## config.mk

```make
export PLATFORM = sky130hd
export DESIGN_NAME = mar_mdr_mem_unit
export DESIGN_NICKNAME = d
export VERILOG_FILES = /design/src/rtl/mar_mdr_mem_unit.sv
export SDC_FILE = /design/constraint.sdc
export NUM_CORES = 1
export LEC_CHECK = 0
export CORE_MARGIN = 2
export CORE_UTILIZATION = 40
export CTS_BUF_LIST = sky130_fd_sc_hd__clkbuf_16
export DETAILED_ROUTE_END_ITERATION = 6
export PLACE_DENSITY = 0.86
export SLEW_MARGIN = 10
export SYNTH_ARGS = -nofsm -noshare
export SYNTH_HDL_FRONTEND = slang
export SYNTH_SLANG_ARGS = --single-unit
```

## constraint.sdc

```tcl
create_clock -name Clk -period 2.4 [get_ports Clk]
set_input_delay 0.48 -clock Clk [delete_from_list [all_inputs] [get_ports Clk]]
set_output_delay 0.48 -clock Clk [all_outputs]
set_load 0.05 [all_outputs]
```

## src/rtl/mar_mdr_mem_unit.sv

```systemverilog
// rtl/mar_mdr_mem_unit.sv - MAR/MDR register stage with the SRAM read/write handshake FSM
// Optional build macro MEM_TIMEOUT_EN adds an ACCESS timeout abort that sets a sticky Err.
module mar_mdr_mem_unit #(
   parameter int MIN_ACCESS     = 2,
   parameter int TIMEOUT_CYCLES = 32
) (
   input  logic        Clk,
   input  logic        Reset,
   input  logic [15:0] BUS,
   input  logic        LD_MAR,
   input  logic        LD_MDR,
   input  logic        MIO_EN,
   input  logic        Mem_Req,
   input  logic        Mem_WE,
   input  logic [15:0] Data_from_SRAM,
   input  logic        Mem_Ready,
   output logic [15:0] MAR,
   output logic [15:0] MDR,
   output logic [15:0] Data_to_SRAM,
   output logic        Mem_CE,
   output logic        Mem_OE,
   output logic        Mem_WR,
   output logic        Busy,
   output logic        Done,
   output logic        Err
);

   typedef enum logic [1:0] {IDLE, ACCESS, DONE} state_t;

   state_t     state;
   logic [3:0] cnt;
   logic       op;
   logic       complete;
   logic       end_access;

   assign complete     = (cnt >= 4'(MIN_ACCESS - 1)) && Mem_Ready;
   assign Data_to_SRAM = MDR;

`ifdef MEM_TIMEOUT_EN
   logic [5:0] tcnt;
   logic       timeout;

   // Fires on the edge that closes the TIMEOUT_CYCLES-th ACCESS cycle.
   assign timeout    = (tcnt >= 6'(TIMEOUT_CYCLES - 1));
   assign end_access = complete || timeout;
`else
   assign end_access = complete;
   assign Err        = 1'b0;
`endif

   // Strobes are registered alongside the state so they change only with it.
   always_ff @(posedge Clk) begin
      if (Reset) begin
         state  <= IDLE;
         MAR    <= 16'h0000;
         MDR    <= 16'h0000;
         cnt    <= 4'h0;
         op     <= 1'b0;
         Mem_CE <= 1'b0;
         Mem_OE <= 1'b0;
         Mem_WR <= 1'b0;
         Busy   <= 1'b0;
         Done   <= 1'b0;
`ifdef MEM_TIMEOUT_EN
         tcnt   <= 6'h00;
         Err    <= 1'b0;
`endif
      end else begin
         case (state)
            IDLE: begin
               if (LD_MAR) MAR <= BUS;
               if (LD_MDR) MDR <= MIO_EN ? Data_from_SRAM : BUS;
               if (Mem_Req) begin
                  op     <= Mem_WE;
                  cnt    <= 4'h0;
                  state  <= ACCESS;
                  Mem_CE <= 1'b1;
                  Mem_OE <= !Mem_WE;
                  Mem_WR <= Mem_WE;
                  Busy   <= 1'b1;
`ifdef MEM_TIMEOUT_EN
                  tcnt   <= 6'h00;
                  Err    <= 1'b0;
`endif
               end
            end
            ACCESS: begin
               if (cnt != 4'hF) cnt <= cnt + 4'h1;
`ifdef MEM_TIMEOUT_EN
               if (tcnt != 6'h3F) tcnt <= tcnt + 6'h01;
               if (!complete && timeout) Err <= 1'b1;
`endif
               if (complete && !op) MDR <= Data_from_SRAM;
               if (end_access) begin
                  state  <= DONE;
                  Mem_CE <= 1'b0;
                  Mem_OE <= 1'b0;
                  Mem_WR <= 1'b0;
                  Done   <= 1'b1;
               end
            end
            DONE: begin
               state <= IDLE;
               Done  <= 1'b0;
               Busy  <= 1'b0;
            end
            default: begin
               state  <= IDLE;
               Mem_CE <= 1'b0;
               Mem_OE <= 1'b0;
               Mem_WR <= 1'b0;
               Busy   <= 1'b0;
               Done   <= 1'b0;
            end
         endcase
      end
   end

endmodule

```

# == After elaboration in Yosys (flattened, before gate mapping) ==
# Cells that the tools add are included.
# classes
div,0
n_mul,0
muxes,20
order_cmp,1
reduce_logical,14
n_bitwise,3
addsub,1
n_eq_ne,8
n_shift,0
# op_table
operator,n
16-bit two-way mux,3
16-bit case mux with 2 select lines,1
"2-bit inequality test, second input constant",5
2-bit AND reduction,5
1-bit case mux with 3 select lines,3
3-bit AND reduction,3
4-bit two-way mux,2
4-bit case mux with 2 select lines,1
1-bit two-way mux,5
"4-bit by 1-bit adder with 4-bit output, second input constant",1
"4-bit by 1-bit greater-or-equal comparator with 1-bit output, second input constant",1
2-bit two-way mux,2
"4-bit inequality test, second input constant",1
1-bit case mux with 2 select lines,2
2-bit case mux with 2 select lines,1
1-bit inverter,3
"2-bit by 1-bit equality test with 1-bit output, second input constant",1
"2-bit equality test, second input constant",1
1-bit logical AND,2
1-bit logical NOT,2
2-bit logical NOT,1
2-bit nonzero test,1
# totals
memories,0
romBits,0
latchBits,0
output_inout_bits,54
word_cells,57
in_bits,40
mem_bits_rw,0
ff_bits,44

# == Depth between registers and ports, before layout ==
# logic_depth
depth_word,5
ltp_mapped,7
mapped_depth_nobuf,6

# == Worst setup path after synthesis ==
# No wires, ideal clock.
# synth_path
path_kind,register -> register
startpoint,reg cnt[1]
endpoint,reg MDR[10] (netlist: Data_to_SRAM[10])
setup_time_ns,0.147
synth_period_minus_slack_ns,1.784
stages_incl_launch_ff,8
required_ns,2.253
path_slack_ns,0.616
path_buffers,1
arrival_ns,1.638
path_cell_list,dfxtp_1 -> inv_1 -> ha_1 -> or4b_4 -> a22o_4 -> buf_2 -> nor2_1 -> a311oi_2
# synth_via
elab_chain_cells,5
# synth_rtl
element,line,source
start: declaration,31,logic [3:0] cnt;
start signal: assignment,88,if (cnt != 4'hF) cnt <= cnt + 4'h1;
4-bit by 1-bit greater-or-equal comparator with 1-bit output,36,assign complete = (cnt >= 4'(MIN_ACCESS - 1)) && Mem_Ready;
1-bit logical AND,36,
1-bit logical AND,93,if (complete && !op) MDR <= Data_from_SRAM;
2-bit inequality test (no line),--,
3-bit AND reduction (no line),--,
end signal: assignment,72,if (LD_MDR) MDR <= MIO_EN ? Data_from_SRAM : BUS;
end signal: assignment,93,
end: declaration,18,"output logic [15:0] MDR,"
# Every way passes these cells.
# A chain may end at the register's enable or synchronous reset.

# == Worst setup path after layout ==
# layout_path
startpoint,reg MDR[9] (netlist: Data_to_SRAM[9])
endpoint,out MDR[9]
# No word-level cell between the ends.

==> impl_metrics.toml <==
[run_status]
status = "finished, final reports clean"

[critical_path]
slowest_stage = "clkdlybuf4s50_1"
worstSetupStartpointType = "flip-flop"
critical_path_class = "flip-flop to output port"
cp.buffers_inverters = 1
cp_cell_sequence = "clkdlybuf4s50_1"
end_kind = "output port"
crit_path_start = "Data_to_SRAM[9]"
crit_path_max_fanout = 3
r2r-end = "Data_to_SRAM[7]"
rr_startpoint = "cnt[1]"
worstRegToRegCells = 6
critPathTopFamily = "buffers and inverters"
crit_cells = 1
critPathArrivalTime_ps = 1510
worstSetupEndpoint = "MDR[9]"
crit_required_ps = 1920
r2r_slack_ps = 490
slowest_delay_ps = 840

[yosys]
synth.avg_cell_area_um2 = 8.43
ys_ff_latch = 44
netlist_area_mm2 = 0.00206
synth_edf_count = 0
synthFlopType = "dfxtp_1"
syn_nets = 287
synth_top_cell_area_share = 0.428
synthTopCellsByCount = "nand2_1 (71), dfxtp_1 (44), nor2_1 (24)"
synth.most_common_cell = "nand2_1"
ys_types = 31
ys_top_cells_by_area = "dfxtp_1 (43%), nand2_1 (13%), a311oi_2 (12%)"
synth_top_area_cell = "dfxtp_1"
ys_seq_area_frac = 0.428
yosysWarnings = 0
netlist_instances = 244
synthArstFlopShare = 0

[timing]
final-setup-viol-count = 0
skew_ps = 7.55
rsz0062_at_grt = "false"
setup_tns_ps = 0
max-slew-margin-rel = 0.599
layout_setup_ws_ps = 410
worst_pin_slew_ps = 602
slew_violations = 0
fin_crit_sh = 0.829
fin_hold_ws_ps = 457
fmax_mhz = 502
hold_viol = 0
period_needed_ps = 1990

[clock_tree]
hold_buffers = 0
cts.sinks = 44
ctsRootBufferMaster = "clkbuf_16"
clk_pin_slew_ps = 60
post_cts_buffers = 0
htreeDepth = 2
cts_resized = 0
clock_path_buffers = 2
cts_buffers = 5
clk_latency_ps = 280
cts_tree = "built"

[grt]
overflow = 0
grt_max_degree = 33
grt_pass1_wl_um = 8310
track_usage = 0.195
grt_pass1_vias = 1701
antenna_found_initial = 0

[route]
via_count = 1878
drc = 0
drtIter0Drc = 121
routed_wl_um = 5580
viasPerCell = 4.89
wl_per_cell_um = 14.5
dr.pass1.iters = 4
ant_nets = 0

[cells_and_area]
layout-drive-gt1-share = 0.0955
seqCellArea_um2 = 881
fillers = 450
diodes = 0
multi_input_area_um2 = 961
nNetsFinal = 357
area_growth_syn_to_layout_pct = 46.5

[placement]
port_buffers = 92
dp_hpwl_um = 4210
gp_congestion = 0.811
dp_slack_ps = 150

[floorplanning]
die_w_um = 75.7
boundaryPins = 94
fp-row-count = 26
core_mm2 = 0.00504
fp.dieH_um = 75.7
dieArea_mm2 = 0.00573
start_util = 0.408

[power_and_ir_drop]
leakage_nw = 1.12
powerDensity_mw_per_mm2 = 732
power_mw = 2.20
peakVddDrop_uv = 337

[hold_path]
hp-class = "flip-flop to flip-flop"

[job]
maxCapViolCount = 0
==> layout by cell type (no fill, tap or decap), drive strengths merged, types with 2 or more instances in the layout <==
| cell type | instances |
|---|---|
| a21oi | 23 |
| a311oi | 16 |
| and2 | 3 |
| buf | 4 |
| clkbuf | 5 |
| clkdlybuf4s50 | 91 |
| dfxtp | 44 |
| ha | 3 |
| inv | 4 |
| nand2 | 71 |
| nand2b | 4 |
| nand3 | 2 |
| nor2 | 25 |
| nor3 | 3 |
| xnor2 | 2 |
==> report_power, final <==
part           switching (mW)  internal, mW
sequential             0.0423         0.788
combinational           0.471         0.263
clock                   0.266         0.374
==> cell type report <==
| type | count | share of cell area |
|---|---|---|
| well taps | 70 | 0.0291 |
| clock buffers | 5 | 0.0415 |
| flip-flops and latches | 44 | 0.292 |
| repair buffers | 95 | 0.311 |
| clock inverters | 2 | 0.00291 |
| inverters | 3 | 0.00374 |
| multi-input cells | 165 | 0.319 |
==> cell families after synthesis <==
family / after synthesis / synth area share
AND/OR/NAND/NOR: 114 / 0.236
flip-flops: 44 / 0.428
AO/OA/AOI/OAI: 43 / 0.192
buffers and inverters: 35 / 0.105
adder cells (fa/ha/maj): 3 / 0.0183
XOR/XNOR: 2 / 0.00852
multiplexers: 2 / 0.0103
other: 1 / 0.00182
==> flip-flops by register name (all words and copies together), names as in the netlist <==
name,cells
Busy,1
Data_to_SRAM,16
Done,1
MAR,16
Mem_CE,1
Mem_OE,1
Mem_WR,1
cnt,4
op,1
state,2
==> worst reg2reg max path: cells and delay by family, from the launching register on <==
family | cells | cell delay (ps)
buffers and inverters | 1 | 80
flip-flops | 1 | 350
AO/OA/AOI/OAI | 2 | 460
adder cells (fa/ha/maj) | 1 | 180
AND/OR/NAND/NOR | 2 | 710
==> worst min path at each step <==
stage          slack [ps]   start  cells after the start  endpoint
6_report              460  MAR[5]                      2    MAR[5]
5_1_grt               470  MAR[6]                      2    MAR[6]
4_1_cts               460  MAR[3]                      2    MAR[3]
3_5_place_dp          450  MAR[3]                      2    MAR[3]
3_3_place_gp          440  MAR[6]                      2    MAR[6]
2_1_floorplan         440      op                      2        op
==> metal layers <==
layer | GRT usage | wire length [µm] | vias up
li1 | - | - | 934
met1 | 0.247 | 2370 | 880
met2 | 0.319 | 2870 | 57
met3 | 0.0503 | 254 | 7
met4 | 0.0721 | 85 | 0
met5 | 0 | 0 | -
==> through the flow <==
step	instances	utilization	cell area [µm²]
2_1_floorplan	244	-	2060
3_5_place_dp	377	0.571	2880
4_1_cts	384	0.598	3010
3_3_place_gp	377	0.571	2880
5_1_grt	384	0.598	3010
6_report	384	0.598	3010
No activity file was read; power rests on OpenSTA's default activity.
